[config.mk]
export PLATFORM = sky130hd
export DESIGN_NAME = control_sequencer
export DESIGN_NICKNAME = d
export VERILOG_FILES = /design/src/rtl/control_sequencer_pkg.sv /design/src/rtl/control_sequencer_microcode_rom.sv /design/src/rtl/control_sequencer.sv
export SDC_FILE = /design/constraint.sdc
export NUM_CORES = 1
export LEC_CHECK = 0
export BUFFER_PORTS_ARGS = -buffer_cell sky130_fd_sc_hd__buf_2
export CORE_AREA = 2 2 39 41
export DETAILED_ROUTE_END_ITERATION = 6
export DIE_AREA = 0 0 41 43
export HOLD_SLACK_MARGIN = 0.06
export PLACE_DENSITY = 0.82
export RECOVER_POWER = 25
export REMOVE_ABC_BUFFERS = 1
export SLEW_MARGIN = 0
export SYNTH_ARGS = -nofsm -noshare
export SYNTH_HDL_FRONTEND = slang
export SYNTH_HIERARCHICAL = 1
export SYNTH_SLANG_ARGS = --single-unit
[constraint.sdc]
create_clock -name mclk -period 4.53 [get_ports mclk]
set_input_delay 0.6795 -clock mclk [delete_from_list [all_inputs] [get_ports mclk]]
set_output_delay 0.6795 -clock mclk [all_outputs]
set_load 0.1 [all_outputs]
[src/rtl/control_sequencer_pkg.sv]
// Shared definitions for the control sequencer: opcodes, micro-step encoding
// and bit positions inside the internal control word.
package control_sequencer_pkg;

  // Micro-step encoding; every instruction starts at T0.
  typedef enum logic [2:0] {
    T0 = 3'd0,
    T1 = 3'd1,
    T2 = 3'd2,
    T3 = 3'd3,
    T4 = 3'd4
  } step_e;

  // Instruction opcodes; 0x9..0xD are undefined and behave as NOP.
  localparam logic [3:0] OP_NOP = 4'h0;
  localparam logic [3:0] OP_LDA = 4'h1;
  localparam logic [3:0] OP_ADD = 4'h2;
  localparam logic [3:0] OP_SUB = 4'h3;
  localparam logic [3:0] OP_STA = 4'h4;
  localparam logic [3:0] OP_LDI = 4'h5;
  localparam logic [3:0] OP_JMP = 4'h6;
  localparam logic [3:0] OP_JC  = 4'h7;
  localparam logic [3:0] OP_JZ  = 4'h8;
  localparam logic [3:0] OP_OUT = 4'hE;
  localparam logic [3:0] OP_HLT = 4'hF;

  // Control word bit indices. CW_LAST marks the final step of an
  // instruction; CW_HALT marks the step that sets the halt latch.
  localparam int CW_PC_OUT     = 0;
  localparam int CW_PC_INC     = 1;
  localparam int CW_PC_LOAD    = 2;
  localparam int CW_MAR_LOAD   = 3;
  localparam int CW_RAM_OUT    = 4;
  localparam int CW_RAM_IN     = 5;
  localparam int CW_IR_LOAD    = 6;
  localparam int CW_IR_OUT     = 7;
  localparam int CW_A_LOAD     = 8;
  localparam int CW_A_OUT      = 9;
  localparam int CW_B_LOAD     = 10;
  localparam int CW_ALU_OUT    = 11;
  localparam int CW_ALU_SUB    = 12;
  localparam int CW_FLAGS_LOAD = 13;
  localparam int CW_OUT_LOAD   = 14;
  localparam int CW_LAST       = 15;
  localparam int CW_HALT       = 16;
  localparam int CW_WIDTH      = 17;

  typedef logic [CW_WIDTH-1:0] ctrl_word_t;

endpackage

[src/rtl/control_sequencer_microcode_rom.sv]
// Combinational microcode table: maps (step, opcode, flags) to a control word.
// Fetch (T0/T1) is common to all opcodes; execution starts at T2.
module microcode_rom
  import control_sequencer_pkg::*;
#(
  parameter int OPCODE_WIDTH = 4
) (
  input  step_e                   step,
  input  logic [OPCODE_WIDTH-1:0] opcode,
  input  logic                    carry,
  input  logic                    zero,
  output ctrl_word_t              word
);

  // Decode one control word per step; anything not set stays 0.
  always_comb begin
    word = '0;
    case (step)
      T0: begin
        word[CW_PC_OUT]   = 1'b1;
        word[CW_MAR_LOAD] = 1'b1;
      end
      T1: begin
        word[CW_RAM_OUT] = 1'b1;
        word[CW_IR_LOAD] = 1'b1;
        word[CW_PC_INC]  = 1'b1;
      end
      T2: begin
        case (opcode)
          OPCODE_WIDTH'(OP_LDA), OPCODE_WIDTH'(OP_ADD),
          OPCODE_WIDTH'(OP_SUB), OPCODE_WIDTH'(OP_STA): begin
            word[CW_IR_OUT]   = 1'b1;
            word[CW_MAR_LOAD] = 1'b1;
          end
          OPCODE_WIDTH'(OP_LDI): begin
            word[CW_IR_OUT] = 1'b1;
            word[CW_A_LOAD] = 1'b1;
            word[CW_LAST]   = 1'b1;
          end
          OPCODE_WIDTH'(OP_JMP): begin
            word[CW_IR_OUT]  = 1'b1;
            word[CW_PC_LOAD] = 1'b1;
            word[CW_LAST]    = 1'b1;
          end
          OPCODE_WIDTH'(OP_JC): begin
            word[CW_IR_OUT]  = 1'b1;
            word[CW_PC_LOAD] = carry;
            word[CW_LAST]    = 1'b1;
          end
          OPCODE_WIDTH'(OP_JZ): begin
            word[CW_IR_OUT]  = 1'b1;
            word[CW_PC_LOAD] = zero;
            word[CW_LAST]    = 1'b1;
          end
          OPCODE_WIDTH'(OP_OUT): begin
            word[CW_A_OUT]    = 1'b1;
            word[CW_OUT_LOAD] = 1'b1;
            word[CW_LAST]     = 1'b1;
          end
          OPCODE_WIDTH'(OP_HLT): begin
            word[CW_HALT] = 1'b1;
            word[CW_LAST] = 1'b1;
          end
          OPCODE_WIDTH'(OP_NOP): begin
            word[CW_LAST] = 1'b1;
          end
          default: begin
            // Undefined opcodes behave exactly like NOP.
            word[CW_LAST] = 1'b1;
          end
        endcase
      end
      T3: begin
        case (opcode)
          OPCODE_WIDTH'(OP_LDA): begin
            word[CW_RAM_OUT] = 1'b1;
            word[CW_A_LOAD]  = 1'b1;
            word[CW_LAST]    = 1'b1;
          end
          OPCODE_WIDTH'(OP_ADD), OPCODE_WIDTH'(OP_SUB): begin
            word[CW_RAM_OUT] = 1'b1;
            word[CW_B_LOAD]  = 1'b1;
          end
          OPCODE_WIDTH'(OP_STA): begin
            word[CW_A_OUT]  = 1'b1;
            word[CW_RAM_IN] = 1'b1;
            word[CW_LAST]   = 1'b1;
          end
          default: begin
            // Only reachable if the opcode changes mid-instruction: end it.
            word[CW_LAST] = 1'b1;
          end
        endcase
      end
      T4: begin
        case (opcode)
          OPCODE_WIDTH'(OP_ADD): begin
            word[CW_ALU_OUT]    = 1'b1;
            word[CW_A_LOAD]     = 1'b1;
            word[CW_FLAGS_LOAD] = 1'b1;
            word[CW_LAST]       = 1'b1;
          end
          OPCODE_WIDTH'(OP_SUB): begin
            word[CW_ALU_OUT]    = 1'b1;
            word[CW_ALU_SUB]    = 1'b1;
            word[CW_A_LOAD]     = 1'b1;
            word[CW_FLAGS_LOAD] = 1'b1;
            word[CW_LAST]       = 1'b1;
          end
          default: begin
            word[CW_LAST] = 1'b1;
          end
        endcase
      end
      default: begin
        // Unused step codes recover to T0 on the next enabled edge.
        word[CW_LAST] = 1'b1;
      end
    endcase
  end

endmodule

[src/rtl/control_sequencer.sv]
// Micro-step sequencer for a simple 8-bit style CPU. Holds the step counter
// and halt latch; control lines come from the microcode table and are
// suppressed during reset and while halted.
module control_sequencer
  import control_sequencer_pkg::*;
#(
  parameter int OPCODE_WIDTH = 4,
  parameter int STEP_WIDTH   = 3
) (
  input  logic                    mclk,
  input  logic                    i_rst_n,
  input  logic                    mclk_en,
  input  logic [OPCODE_WIDTH-1:0] i_opcode,
  input  logic                    i_carry,
  input  logic                    i_zero,
  output logic                    o_pc_out,
  output logic                    o_pc_inc,
  output logic                    o_pc_load,
  output logic                    o_mar_load,
  output logic                    o_ram_out,
  output logic                    o_ram_in,
  output logic                    o_ir_load,
  output logic                    o_ir_out,
  output logic                    o_a_load,
  output logic                    o_a_out,
  output logic                    o_b_load,
  output logic                    o_alu_out,
  output logic                    o_alu_sub,
  output logic                    o_flags_load,
  output logic                    o_out_load,
  output logic                    o_halt,
  output logic [STEP_WIDTH-1:0]   o_step
);

  step_e      step_r;
  logic       halt_r;
  ctrl_word_t word_s;
  logic       run_s;

  microcode_rom #(
    .OPCODE_WIDTH(OPCODE_WIDTH)
  ) u_rom (
    .step   (step_r),
    .opcode (i_opcode),
    .carry  (i_carry),
    .zero   (i_zero),
    .word   (word_s)
  );

  // Step counter and halt latch: advance on enabled edges, wrap to T0 after
  // the final step, freeze once halted until reset.
  always_ff @(posedge mclk or negedge i_rst_n) begin
    if (!i_rst_n) begin
      step_r <= T0;
      halt_r <= 1'b0;
    end else if (mclk_en && !halt_r) begin
      if (word_s[CW_LAST]) begin
        step_r <= T0;
        halt_r <= word_s[CW_HALT];
      end else begin
        step_r <= step_e'(step_r + 3'd1);
      end
    end
  end

  // Control lines are live only out of reset and while not halted; the
  // reset term makes them drop immediately when i_rst_n falls.
  assign run_s = i_rst_n & ~halt_r;

  assign o_pc_out     = word_s[CW_PC_OUT]     & run_s;
  assign o_pc_inc     = word_s[CW_PC_INC]     & run_s;
  assign o_pc_load    = word_s[CW_PC_LOAD]    & run_s;
  assign o_mar_load   = word_s[CW_MAR_LOAD]   & run_s;
  assign o_ram_out    = word_s[CW_RAM_OUT]    & run_s;
  assign o_ram_in     = word_s[CW_RAM_IN]     & run_s;
  assign o_ir_load    = word_s[CW_IR_LOAD]    & run_s;
  assign o_ir_out     = word_s[CW_IR_OUT]     & run_s;
  assign o_a_load     = word_s[CW_A_LOAD]     & run_s;
  assign o_a_out      = word_s[CW_A_OUT]      & run_s;
  assign o_b_load     = word_s[CW_B_LOAD]     & run_s;
  assign o_alu_out    = word_s[CW_ALU_OUT]    & run_s;
  assign o_alu_sub    = word_s[CW_ALU_SUB]    & run_s;
  assign o_flags_load = word_s[CW_FLAGS_LOAD] & run_s;
  assign o_out_load   = word_s[CW_OUT_LOAD]   & run_s;
  assign o_halt       = halt_r;
  assign o_step       = STEP_WIDTH'(step_r);

endmodule

; ---- After elaboration in Yosys (flattened, before gate mapping)
; Index checks and enable logic that the tools add are counted.
[classes]
n_eq_ne = 14
bitwise = 16
add_sub_neg = 1
n_mul = 0
div = 0
magnitude_cmp = 0
reduce_logical = 9
muxes = 28
n_shift = 0
[op_table]
columns = op, count
row1 = 1-bit two-way mux, 20
row2 = 4-bit by 3-bit == test with 1-bit output (second input constant), 4
row3 = 1-bit AND, 15
row4 = 4-bit == test (second input constant), 3
row5 = 1-bit one-hot mux with 3 select lines, 3
row6 = 4-bit by 2-bit == test with 1-bit output (second input constant), 2
row7 = 8-bit OR reduction, 1
row8 = 3-bit by 2-bit == test with 1-bit output (second input constant), 2
row9 = 3-bit two-way mux, 2
row10 = 1-bit one-hot mux with 2 select lines, 3
row11 = 4-bit by 1-bit == test with 1-bit output (second input constant), 1
row12 = 2-bit OR reduction, 2
row13 = 4-bit OR reduction, 1
row14 = 3-bit by 1-bit adder with 3-bit output (second input constant), 1
row15 = 3-bit by 1-bit == test with 1-bit output (second input constant), 1
row16 = 3-bit == test (second input constant), 1
row17 = 3-bit logical NOT, 1
row18 = 3-bit OR reduction, 1
row19 = 2-bit AND reduction, 1
row20 = 1-bit logical AND, 1
row21 = 1-bit logical NOT, 1
row22 = 1-bit inverter, 1
[totals]
latchBits = 0
romBits = 0
mem_count = 0
ff_bits = 4
in_bits = 9
word_cells = 70
ramBits = 0

; ---- Logic depth before layout (Yosys ltp)
; Gate-level depths: netlist (run 1).
[depth]
depth_word = 5
mapped_depth = 7
ltp_nobuf = 6

; ---- Cells and area by module
; The synthesis (run 1) kept the hierarchy.
[by_module_without_submodules]
columns = mod, area_per_inst_um2, cells_each, seq_area_each_um2, instances
row1 = microcode_rom, 315.3, 48, 0.0, 1
row2 = control_sequencer, 292.8, 33, 100.1, 1

; ---- Worst setup path before layout (run 1)
; Ideal clock, no wire load.
[synth_timing]
kind = register -> output
startpoint = register step_r[0], in the netlist o_step[0]
endpoint = output o_out_load
setup_slack_ns = 1.452
arrival_ns = 2.399
n_path_buf = 1
path_stages_with_launch = 5
path_cell_list = dfrtp_1 -> buf_6 -> or2_2 -> nor4_1 -> and2_1
[synth_between]
elab_chain_cells = 3
[synth_rtl]
columns = item, line
row1 = from (decl), control_sequencer.sv:35  ; step_e step_r;
row2 = from (signal assigned), control_sequencer.sv:61  ; step_r <= step_e'(step_r + 3'd1);
row3 = 3-bit by 2-bit == test with 1-bit output, control_sequencer_microcode_rom.sv:18  ; case (step)
row4 = 1-bit two-way mux, control_sequencer_microcode_rom.sv:18
row5 = named net word_s[14], control_sequencer.sv:37  ; ctrl_word_t word_s;
row6 = 1-bit AND, control_sequencer.sv:84  ; assign o_out_load = word_s[CW_OUT_LOAD] & run_s;
row7 = to (decl), control_sequencer.sv:30  ; output logic o_out_load,
; The timed path passes the listed nets, and every way through them passes these cells.

; ---- Worst setup path after layout (run 1)
[layout_timing]
startpoint = input i_opcode[1]
endpoint = output o_pc_load
[layout_between]
elab_chain_cells = 4
word_cells_on_any_way = 6
classes_between = 3 x eq/ne / 2 x mux / 1 x bitwise
[layout_rtl]
columns = item, line
row1 = from (decl), control_sequencer.sv:13  ; input logic [OPCODE_WIDTH-1:0] i_opcode,
row2 = 4-bit == test or 4-bit by 3-bit == test with 1-bit output (tied branches), control_sequencer_microcode_rom.sv:29  ; case (opcode)
row3 = 1-bit one-hot mux with 3 select lines *, control_sequencer_microcode_rom.sv:29
row4 = 1-bit two-way mux *, control_sequencer_microcode_rom.sv:18
row5 = named net word_s[2], control_sequencer.sv:37
row6 = 1-bit AND *, control_sequencer.sv:72  ; assign o_pc_load = word_s[CW_PC_LOAD] & run_s;
row7 = to (decl), control_sequencer.sv:18  ; output logic o_pc_load,
; The timed path passes the listed nets; every way through them passes the cells marked *.

==> results of run 1 <==
-- critical path, delay by kind of cell --
kind,cells,cell delay (ns)
compound gates,1,0.21
buf+inv,2,0.57
simple gates,3,0.68
-- cell usage after synthesis --
library cell  instances
a211o_1               1
a211oi_2              1
a21o_1                1
a21o_2                1
a21oi_1               1
a21oi_2               1
a2bb2oi_1             1
a31o_2                1
and2_1               16
and2b_2               1
and4_2                2
buf_2                 2
buf_4                 3
buf_6                 2
clkbuf_1              1
dfrtp_1               4
ha_1                  1
inv_1                 3
nand2_1               6
nand2b_1              3
nand2b_4              1
nand3_1               1
nand3b_1              1
nor2_1                5
nor2b_1               1
nor3_1                3
nor3_2                1
nor4_1                4
o21a_1                1
o21ai_0               4
o21ai_1               1
or2_2                 1
or2b_1                1
or3b_4                1
or4b_1                1
xor2_1                2
-- worst max-delay path by stage --
stage	endpoint	cells past startpoint	start
2_1_floorplan	o_out_load	3	o_step[0]
5_1_grt	o_pc_load	6	i_opcode[1]
6_report	o_pc_load	6	i_opcode[1]
4_1_cts	o_mar_load	6	i_opcode[1]
3_5_place_dp	o_mar_load	6	i_opcode[1]
3_3_place_gp	o_mar_load	6	i_opcode[1]
-- flip-flops by register name (all words and copies together), names as in the netlist --
signal / flops
o_halt: 1
o_step: 3
-- cell type report --
type	instances	area share (%)
Tap cell	16	2.78
Inverter	3	1.57
Timing Repair Buffer	27	18.4
Clock buffer	3	3.13
Multi-Input combinational cell	66	60.2
Sequential cell	4	13.9
-- power groups by stage --
stage,combinational (uW),sequential (uW),clock [uW]
after floorplan,246,176,0
after global placement,399,83.2,0
after detailed placement,403,85.5,0
after CTS,404,85.2,44.4
after global routing,422,90.9,48.9
final,400,85.2,42.2
-- cell families (layout without fill, tap and decap cells) --
logic type / count (synthesis) / after routing
AOI/OAI and AO/OA: 14 / 14
xor gates and xnor gates: 2 / 2
adders and majority gates: 1 / 1
buffers and inverters: 11 / 33
DFF: 4 / 4
and+or+nand+nor: 49 / 49
-- through the flow --
step | instances | hold WS, ns | util, %
2_1_floorplan | 73 | 0.384 | -
3_3_place_gp | 116 | 0.490 | 50.9
3_5_place_dp | 116 | 0.490 | 50.9
4_1_cts | 119 | 0.244 | 52.5
5_1_grt | 119 | 0.279 | 52.0
6_report | 119 | 0.276 | 52.0
-- routing by layer --
layer,track usage (%),share of wire [%],up-vias
met5,0,0,-
met4,8.00,1.1,0
met3,3.14,6.8,2
met2,25.3,46,23
met1,19.9,46,280
li1,-,-,322
==> impl_metrics.json, run 1 <==
{
  "syn_area_um2": 608,
  "synth-compound-area-share_pct": 16.7,
  "dieArea_um2": 1760,
  "reg2reg_to": "o_step[2]",
  "post-route-period-util_pct": 62.3,
  "vias_per_cell": 5.27,
  "synth_top_area_share_pct": 16.5,
  "antennaDiodeCount": 0,
  "grt_max_degree": 16,
  "cts-root-buf": "clkbuf_4",
  "setup_slack_ns": 1.71,
  "drt_wl_total_um": 1260,
  "synthXorXnorAreaFrac_pct": 2.88,
  "drive_gt1_share_pct": 36.9,
  "first_global_vias": 506,
  "startpoint_type": "input port",
  "cts_buffers": 3,
  "worst_r2r_startpoint": "o_step[0]",
  "yosysUniqueCellTypes": 36,
  "num_vias": 627,
  "fin_skew_ns": 0.000715,
  "finalSetupViolCount": 0,
  "port_buffers": 27,
  "grt_antenna_before_repair": 0,
  "yosys-top-cells-area": "and2_1 16%, dfrtp_1 16%, nor4_1 4.1%",
  "crit_path_top_delay_cell": "buf_2",
  "end_kind": "output port",
  "synth-seq-cells": 4,
  "r2r_setup_slack_ns": 2.69,
  "drcViolationCount": 0,
  "cts_tree": "done",
  "cts-htree-levels": 1,
  "ctsHoldBuffers": 0,
  "multi_input_area_um2": 433,
  "worst_r2r_path_depth": 4,
  "synth_warnings": 6,
  "ant_nets": 0,
  "cts_resized": 0,
  "slowest_delay_ns": 0.41,
  "power_uw": 528,
  "status": "complete, no violations",
  "post_cts_buffers": 0,
  "drt_iter0_markers": 6,
  "tightest_slew_ns": 1.15,
  "numClockSinks": 4,
  "cp.required_ns": 3.85,
  "fin_area_um2": 719,
  "synth-simple-area-share_pct": 50.4,
  "crit_arrival_ns": 2.14,
  "avgSynthCellArea_um2": 7.51,
  "core_area_um2": 1380,
  "fmax_mhz": 355,
  "clk_latency_ns": 0.23,
  "grt.overflow.total": 0,
  "cts_max_path_buffers": 2,
  "start_util_pct": 43.9,
  "clkPwrFrac_pct": 8.0,
  "rsz0062_at_grt": "no",
  "fin_nets": 115,
  "fp.dieH_um": 43,
  "synth_top_cell_by_area": "and2_1",
  "cts.clk_slew.worst_paths_ns": 0.03,
  "holdCritPathClass": "input port to asynchronous set/reset pin",
  "slew_headroom_pct": 23.5,
  "syn_to_final_growth_pct": 18.3,
  "drv_cap": 0,
  "p_sw_uw": 362,
  "synth_top_family_by_area": "simple AND/OR/NAND/NOR gates",
  "drv_slew": 0,
  "grt_usage_pct": 16.1,
  "wire_per_inst_um": 10.6,
  "hpwl_um": 968,
  "fin_crit_ns": 2.82,
  "mostFrequentLayoutCells": "25 x buf_2, 16 x and2_1, 6 x nand2_1, 5 x nor2_1",
  "row_count": 14,
  "place_area_um2": 704,
  "seq_area_frac_synth_pct": 16.5,
  "die_w_um": 41,
  "crit_path_max_fanout": 11,
  "drt_first_pass_iters": 4,
  "synthMuxAreaShare_pct": 0,
  "p_seq_share_pct": 16.1,
  "ios": 28,
  "internal_power_uw": 166,
  "synthAdderAreaFrac_pct": 2.06,
  "cp_common_cell": "buf_2",
  "vdd_drop_max_mv": 0.395,
  "worstSetupPathType": "input port to output port",
  "place_ws_ns": 1.83,
  "register_area_um2": 100,
  "crit_chain": "buf_2 > nor3_1 > nand3_1 > a211oi_2 > and2_1 > buf_2",
  "fillers": 139,
  "fin_tns_setup_ns": 0,
  "p_leak_uw": 0.000377,
  "finalWeightedCongestion": 0.722,
  "synthCells": 81,
  "layout_commonest_cell": "buf_2",
  "comb_power_share_pct": 75.9,
  "hold_viol_final": 0,
  "swShare_pct": 68.6,
  "power.density_nw_per_um2": 734,
  "grt_pass1_wl_um": 1970
}
Note: power is estimated with default switching activity, not from simulation.
==> run 2: changes to the inputs <==
- CORE_AREA: 2 2 39 41 -> default
- CORE_MARGIN: default -> 2
- CORE_UTILIZATION: default -> 41
- DIE_AREA: 0 0 41 43 -> default
- PLACE_DENSITY: 0.82 -> 0.78
- clock period: 4.53 -> 2.41 ns (I/O delays scaled with it)
==> impl_metrics.json, run 2 (same netlist as run 1, synthesis figures left out) <==
{
  "worstHoldStart": "mclk_en",
  "start_util_pct": 45.0,
  "post-route-period-util_pct": 92.9,
  "worst_r2r_startpoint": "o_step[0]",
  "holdCritPathClass": "input port to flop",
  "hold_depth": 2,
  "power.density_nw_per_um2": 1350,
  "mostFrequentLayoutCells": "24 x buf_2, 16 x and2_1, 6 x nand2_1, 5 x nor2_1",
  "r2r_setup_slack_ns": 0.59,
  "first_global_vias": 567,
  "wire_per_inst_um": 11.7,
  "drv_cap": 0,
  "numClockSinks": 4,
  "drt_iter0_markers": 6,
  "fin_skew_ns": 0.00367,
  "die_w_um": 42.5,
  "cts-root-buf": "clkbuf_4",
  "drv_slew": 0,
  "fin_tns_setup_ns": 0,
  "startpoint_type": "flop",
  "drive_gt1_share_pct": 37.5,
  "crit_path_max_fanout": 13,
  "row_count": 13,
  "cp.required_ns": 2.05,
  "finalSetupViolCount": 0,
  "clk_latency_ns": 0.24,
  "whs_ns": 0.418,
  "ant_nets": 0,
  "cts_tree": "done",
  "core_area_um2": 1350,
  "slew_headroom_pct": 23.3,
  "finalWeightedCongestion": 0.747,
  "grt_max_degree": 16,
  "cts_buffers": 3,
  "worstSetupPathType": "flop to output port",
  "grt_antenna_before_repair": 0,
  "antennaDiodeCount": 0,
  "num_vias": 629,
  "layout_commonest_cell": "buf_2",
  "dieArea_um2": 1810,
  "port_buffers": 27,
  "syn_to_final_growth_pct": 21.0,
  "fin_nets": 116,
  "drcViolationCount": 0,
  "cts-htree-levels": 1,
  "largest_register_ffs": 3,
  "rsz0062_at_grt": "no",
  "cts_max_path_buffers": 2,
  "worst_r2r_path_depth": 4,
  "p_leak_uw": 0.000380,
  "hpwl_um": 1020,
  "fp.dieH_um": 42.5,
  "status": "complete, no violations",
  "fmax_mhz": 446,
  "vias_per_cell": 5.29,
  "reg2reg_to": "o_step[2]",
  "grt_usage_pct": 16.9,
  "vdd_drop_max_mv": 0.959,
  "fin_crit_ns": 2.24,
  "hold_viol_final": 0,
  "grt_pass1_wl_um": 2360,
  "tightest_slew_ns": 1.16,
  "drt_wl_total_um": 1390,
  "whs_endpoint": "o_halt",
  "crit_arrival_ns": 1.88,
  "cts.clk_slew.worst_paths_ns": 0.04,
  "grt.overflow.total": 0,
  "drt_first_pass_iters": 3,
  "critPathLaunch": "o_step[0]",
  "end_kind": "output port",
  "ios": 28
}
==> run 2: critical path, cell delays in order, from the launching register on <==
cell and delay [ns]:
dfrtp_1 0.51, or2_2 0.40, nor4_1 0.25, and2_1 0.16, clkbuf_4 0.32
==> run 2: layout make-up <==
| class | instances | area, um^2 |
|---|---|---|
| Tap cell | 15 | 18.8 |
| Sequential cell | 4 | 100 |
| Multi-Input combinational cell | 66 | 438 |
| Inverter | 3 | 11.3 |
| Timing Repair Buffer | 28 | 145 |
| Fill cell | 140 | 614 |
| Clock buffer | 3 | 22.5 |
==> run 2: timing repair <==
item | in CTS | in global routing
endpoints found under the hold margin | 4 | 0
hold buffers | 1 | 0
setup endpoints to repair | 0 | 1
resized for setup | 0 | 1
buffers inserted | 0 | 0
==> run 2: power by group <==
group | switching, uW | total (uW) | internal, uW
Sequential | 66.2 | 159 | 93.2
Combinational | 591 | 753 | 162
Clock | 28.2 | 83.9 | 55.8
==> run 2: layer usage <==
metal | wire length [um] | global-route usage (%) | up-vias
li1 | - | - | 322
met1 | 631 | 20.2 | 285
met4 | 13 | 7.50 | 0
met5 | 0 | 0 | -
met2 | 671 | 28.9 | 20
met3 | 75 | 3.45 | 2
==> run 2: how the worst max path moves through the flow <==
| stage | end | slack (ns) | cells past startpoint |
|---|---|---|---|
| 2_1_floorplan | o_out_load | -0.30 | 3 |
| 3_3_place_gp | o_mar_load | 0.35 | 6 |
| 3_5_place_dp | o_out_load | 0.32 | 4 |
| 4_1_cts | o_out_load | 0.07 | 4 |
| 5_1_grt | o_out_load | 0.001 | 4 |
| 6_report | o_out_load | 0.17 | 4 |
==> run 2: metrics by stage <==
| stage | instances | util, % | total power [uW] | cell area (um^2) | setup slack, ns |
|---|---|---|---|---|---|
| after CTS | 119 | 54.5 | 1010 | 736 | 0.0696 |
| after global routing | 119 | 54.5 | 1070 | 736 | 0.00132 |
| after floorplan | 73 | - | 794 | 549 | -0.304 |
| after global placement | 115 | 52.1 | 907 | 703 | 0.352 |
| final | 119 | 54.5 | 997 | 736 | 0.170 |
| after detailed placement | 115 | 52.1 | 920 | 703 | 0.319 |
